`config.mk`:
```
export PLATFORM = sky130hd
export DESIGN_NAME = jh_adc_sine_meter
export DESIGN_NICKNAME = d
export VERILOG_FILES = /design/src/rtl/jh_adc_sine_meter.sv
export SDC_FILE = /design/constraint.sdc
export NUM_CORES = 1
export LEC_CHECK = 0
export BUFFER_PORTS_ARGS = -buffer_cell sky130_fd_sc_hd__buf_2
export CORE_AREA = 5 5 107 109
export CTS_CLUSTER_DIAMETER = 100
export DETAILED_ROUTE_END_ITERATION = 16
export DIE_AREA = 0 0 112 114
export GPL_TIMING_DRIVEN = 0
export PLACE_DENSITY = 0.69
export SYNTH_ARGS = -nofsm -noshare
export SYNTH_HDL_FRONTEND = slang
export SYNTH_SLANG_ARGS = --single-unit
```
`constraint.sdc`:
```
create_clock -name CLOCK_50 -period 2.27 [get_ports CLOCK_50]
set_input_delay 0.227 -clock CLOCK_50 [delete_from_list [all_inputs] [get_ports CLOCK_50]]
set_output_delay 0.227 -clock CLOCK_50 [all_outputs]
set_load 0.005 [all_outputs]
```
`src/rtl/jh_adc_sine_meter.sv`:
```
// jh_adc_sine_meter: windowed max / min / peak-to-peak / overrange meter for one 14-bit ADC channel.
// Define JH_ADC_AVG_EN to publish the mean peak-to-peak of every 4 windows instead of each window.
module jh_adc_sine_meter #(
   parameter int WINDOW     = 100,
   parameter int SETTLE_CYC = 16
) (
   input  logic        CLOCK_50,
   input  logic        ADC_rst_n,
   input  logic [13:0] ADC_in,
   input  logic        ADC_OTR,
   input  logic        meas_en,
   output logic [13:0] peak_max,
   output logic [13:0] peak_min,
   output logic [13:0] amp_pp,
   output logic        otr_flag,
   output logic        meas_valid,
   output logic        busy
);

   localparam int CNT_W = 10;
   localparam logic [CNT_W-1:0] SET_LAST = CNT_W'(SETTLE_CYC);
   localparam logic [CNT_W-1:0] WIN_LAST = CNT_W'(WINDOW - 1);

   localparam logic [1:0] ST_IDLE   = 2'd0;
   localparam logic [1:0] ST_SETTLE = 2'd1;
   localparam logic [1:0] ST_MEAS   = 2'd2;
   localparam logic [1:0] ST_DONE   = 2'd3;

   logic [1:0]       state_q, state_d;
   logic [CNT_W-1:0] cnt_q, cnt_d;
   logic [13:0]      r_adc_q;
   logic             r_otr_q;
   logic [13:0]      cur_max_q, cur_min_q;
   logic             cur_otr_q;
   logic [13:0]      peak_max_q, peak_min_q, amp_pp_q;
   logic             otr_flag_q, valid_q, busy_q;
   logic [13:0]      win_pp;
`ifdef JH_ADC_AVG_EN
   logic [1:0]       grp_q;
   logic [15:0]      sum_q;
`endif

   assign win_pp = cur_max_q - cur_min_q;

   // SETTLE holds for SETTLE_CYC+1 edges, so SETTLE_CYC=0 still costs one cycle.
   always_comb begin
      state_d = state_q;
      cnt_d   = cnt_q;
      case (state_q)
         ST_IDLE: begin
            cnt_d = '0;
            if (meas_en) state_d = ST_SETTLE;
         end
         ST_SETTLE: begin
            if (!meas_en) begin
               state_d = ST_IDLE;
               cnt_d   = '0;
            end else if (cnt_q == SET_LAST) begin
               state_d = ST_MEAS;
               cnt_d   = '0;
            end else begin
               cnt_d = cnt_q + 1'b1;
            end
         end
         ST_MEAS: begin
            if (!meas_en) begin
               state_d = ST_IDLE;
               cnt_d   = '0;
            end else if (cnt_q == WIN_LAST) begin
               state_d = ST_DONE;
            end else begin
               cnt_d = cnt_q + 1'b1;
            end
         end
         default: begin
            cnt_d   = '0;
            state_d = meas_en ? ST_MEAS : ST_IDLE;
         end
      endcase
   end

   always_ff @(posedge CLOCK_50) begin
      if (!ADC_rst_n) begin
         state_q    <= ST_IDLE;
         cnt_q      <= '0;
         r_adc_q    <= '0;
         r_otr_q    <= 1'b0;
         cur_max_q  <= '0;
         cur_min_q  <= '0;
         cur_otr_q  <= 1'b0;
         peak_max_q <= '0;
         peak_min_q <= '0;
         amp_pp_q   <= '0;
         otr_flag_q <= 1'b0;
         valid_q    <= 1'b0;
         busy_q     <= 1'b0;
`ifdef JH_ADC_AVG_EN
         grp_q      <= '0;
         sum_q      <= '0;
`endif
      end else begin
         state_q <= state_d;
         cnt_q   <= cnt_d;
         r_adc_q <= ADC_in;
         r_otr_q <= ADC_OTR;
         busy_q  <= (state_q != ST_IDLE);
         valid_q <= 1'b0;

         if (state_q == ST_MEAS && meas_en) begin
            if (cnt_q == '0) begin
               cur_max_q <= r_adc_q;
               cur_min_q <= r_adc_q;
               cur_otr_q <= r_otr_q;
            end else begin
               if (r_adc_q > cur_max_q) cur_max_q <= r_adc_q;
               if (r_adc_q < cur_min_q) cur_min_q <= r_adc_q;
               cur_otr_q <= cur_otr_q | r_otr_q;
            end
         end

`ifdef JH_ADC_AVG_EN
         if (state_q == ST_IDLE) begin
            grp_q <= '0;
            sum_q <= '0;
         end else if (state_q == ST_DONE) begin
            if (grp_q == 2'd3) begin
               peak_max_q <= cur_max_q;
               peak_min_q <= cur_min_q;
               otr_flag_q <= cur_otr_q;
               amp_pp_q   <= 14'((sum_q + 16'(win_pp)) >> 2);
               valid_q    <= 1'b1;
               grp_q      <= '0;
               sum_q      <= '0;
            end else begin
               grp_q <= grp_q + 1'b1;
               sum_q <= sum_q + 16'(win_pp);
            end
         end
`else
         if (state_q == ST_DONE) begin
            peak_max_q <= cur_max_q;
            peak_min_q <= cur_min_q;
            otr_flag_q <= cur_otr_q;
            amp_pp_q   <= win_pp;
            valid_q    <= 1'b1;
         end
`endif
      end
   end

   assign peak_max   = peak_max_q;
   assign peak_min   = peak_min_q;
   assign amp_pp     = amp_pp_q;
   assign otr_flag   = otr_flag_q;
   assign meas_valid = valid_q;
   assign busy       = busy_q;

endmodule

```
==> impl_metrics.ini <==
[placement]
place.gp.congestion = 0.916
placedCellCount = 747
dpl_cell_area_mm2 = 0.00556
io_buffer_count = 61
place_hpwl_um = 9370

[cts]
tritoncts = yes
clk_pin_slew_ns = 0.10
root_buffer = clkbuf_8
cts_buffers = 9
htreeDepth = 3
clock_path_buffers = 2
cts.sinks = 101
clk_latency_ns = 0.38

[global_routing]
grt_use_met2 = 0.327
grt-ovfl-total = 0
busiest_layer = met2
antenna_found_initial = 0
grt_pass1_vias = 4176
grt_use_total = 0.198
gr-usage-met1 = 0.247
grtUsageMet3 = 0.0504
grt_max_degree = 16
grt_pass1_wl_um = 20200

[setup_path]
worstPathRequired_ns = 2.57
slowest_stage = or4_4
path_max_fanout = 5
worstSetupEndpointType = flip-flop
path_cells = or4_4 > nor3_4 > buf_6 > a21oi_4 > a211oi_4 > clkbuf_16 > mux2i_1
crit_type = flip-flop to flip-flop
path_buf_inv = 2
max_stage_delay_ns = 0.58
cp_data_arrival_time_ns = 2.57
start_kind = flip-flop
critPathTopFamily = simple AND/OR/NAND/NOR gates

[run_status]
violations = setup timing
status = complete, but fails checks

[route]
route.detailed.wl_per_inst_um = 16.2
drt_iter0_drc = 204
postRouteAntennaNets = 0
firstDrtPassIters = 4
routed_wl_um = 12600
num_vias = 4106
via_per_inst = 5.30
drc = 0

[power_and_ir_drop]
power_frac_comb = 0.213
p_switching_mw = 1.12
total_power_mw = 3.85
seqPwrFrac = 0.490
pwr_density_cell_mw_per_mm2 = 632
power_leakage_nw = 2.39
p_int_mw = 2.74
ir_worst_vdd_uv = 355
swShare = 0.289
pwr-share-clk = 0.298

[die]
die_x_um = 112
rows = 38
ios = 63
core_area_mm2 = 0.0105
fp.dieH_um = 114
initial_utilization = 0.483
fp.dieArea_mm2 = 0.0128

[yosys]
yosysWarnings = 0
syn_nets = 611
ys_ff_latch = 101
synth_cells = 546
async_reset_ff_frac = 0
ys_seq_area_frac = 0.398
avgSynthCellArea_um2 = 9.30
synthFlopType = dfxtp_1
ys_types = 55
synth_area_mm2 = 0.00508
synth_edf_count = 0

[job]
drv_cap = 0

[sta]
rsz0062_at_grt = yes
worst_pin_slew_ns = 0.687
final.min_clock_period_ns = 2.27
final_max_slew_viol_count = 0
finalHoldViolCount = 0
skew_ns = 0.0151
worst_slack_ns = -0.00187
fmax_mhz = 440
period_share = 1.00
setup_viol = 1
slew_headroom = 0.542

[cells_and_area]
final_cells = 775
design_area_mm2 = 0.00609
layout-area-overhead-vs-synth_pct = 20.0
nets = 695
mostFrequentLayoutCells = 88 x dfxtp_1, 68 x nand2_1, 62 x mux2i_1
mostFrequentLayoutCell = dfxtp_1
num_antenna_cells = 0
drive_above_1_share = 0.211

[hold_path]
hp-class = primary input to flip-flop
## power groups by stage
stage / logic [mW] / registers, mW / clock network (mW)
finish: 0.819 / 1.89 / 1.15
global route: 0.896 / 1.90 / 1.25
CTS: 0.735 / 1.89 / 1.17
detailed placement: 0.709 / 1.93 / 0
global placement: 0.691 / 1.93 / 0
floorplan: 0.514 / 1.91 / 0
## final timing paths
path                                   start      endpoint  slack (ns)  depth (start not counted)
worst max-delay path                cnt_q[8]  cur_max_q[7]      -0.002                          7
worst min-delay path               ADC_in[5]    r_adc_q[5]        0.06                          2
worst max register to register      cnt_q[8]  cur_max_q[7]      -0.002                          7
worst min register to register  cur_min_q[5]  cur_min_q[5]        0.48                          2
## what timing repair did
action                                 in CTS  in global routing
endpoints found under the hold margin       0                  0
cloned                                      0                  1
hold buffers                                0                  0
buffers inserted                            3                  9
setup endpoints to repair                  36                 59
pin swaps                                   3                 12
resized for setup                          12                 52
## logic make-up (layout without fill, tap and decap cells)
| kind of cell | after synthesis | in the layout | synth area share |
|---|---|---|---|
| XOR/XNOR | 15 | 15 | 0.0259 |
| adder cells (fa/ha/maj) | 47 | 47 | 0.117 |
| buffers and inverters | 57 | 146 | 0.0451 |
| AND/OR/NAND/NOR | 191 | 191 | 0.195 |
| AO/OA/AOI/OAI | 73 | 73 | 0.0964 |
| flip-flops | 101 | 101 | 0.398 |
| multiplexers | 62 | 62 | 0.122 |
## per-layer routing
layer | vias to the layer above | share of wire
li1 | 2047 | -
met1 | 1915 | 0.45
met2 | 119 | 0.47
met3 | 25 | 0.058
met4 | 0 | 0.022
met5 | - | 0
## final cells by class
type                       count  area [um2]
buffer                        19         109
clock buffer                  13         149
clock inverter                 3        45.0
fill                         939        4420
inverter                      37         139
multi-input combinational    388        3000
sequential                   101        2050
tap                          140         175
timing repair buffer          74         432
## cell usage after synthesis (all sizes together), types with 2 or more instances
master | number | area (um2)
o21a | 2 | 15.0
mux2i | 62 | 621
nand4 | 6 | 43.8
and2 | 16 | 100
buf | 3 | 26.3
o211a | 3 | 30.0
nand2 | 69 | 259
o21ai | 20 | 108
a2111oi | 2 | 17.5
o211ai | 3 | 22.5
nor2b | 37 | 231
a211oi | 4 | 42.5
nand2b | 7 | 43.8
ha | 46 | 576
dfxtp | 101 | 2020
a21oi | 21 | 105
nor3 | 5 | 30.0
inv | 37 | 139
a21boi | 2 | 15.0
or4 | 4 | 37.5
xnor2 | 8 | 70.1
a21o | 3 | 22.5
clkbuf | 17 | 63.8
nand3b | 3 | 22.5
nor2 | 18 | 67.6
nand3 | 18 | 90.1
o2111ai | 2 | 17.5
xor2 | 7 | 61.3
## flip-flops by register name, indices dropped and copies added (netlist names)
name and count:
amp_pp 14, cur_max_q 14, cur_min_q 14, peak_max 14, peak_min 14, r_adc_q 14, cnt_q 10, state_q 2
busy 1, cur_otr_q 1, meas_valid 1, otr_flag 1, r_otr_q 1
## metrics by stage
| stage | setup WS [ns] | hold WS, ns | utilization | TNS (ns) |
|---|---|---|---|---|
| after floorplan | 0.204 | 0.354 | - | 0 |
| after CTS | 0.00954 | 0.0446 | 0.555 | 0 |
| after detailed placement | -0.252 | 0.437 | 0.529 | -3.70 |
| after global routing | -0.109 | 0.0385 | 0.580 | -0.619 |
| final | -0.00187 | 0.0570 | 0.580 | -0.00187 |
| after global placement | -0.188 | 0.434 | 0.529 | -3.13 |
(Power assumes the default switching activity.)
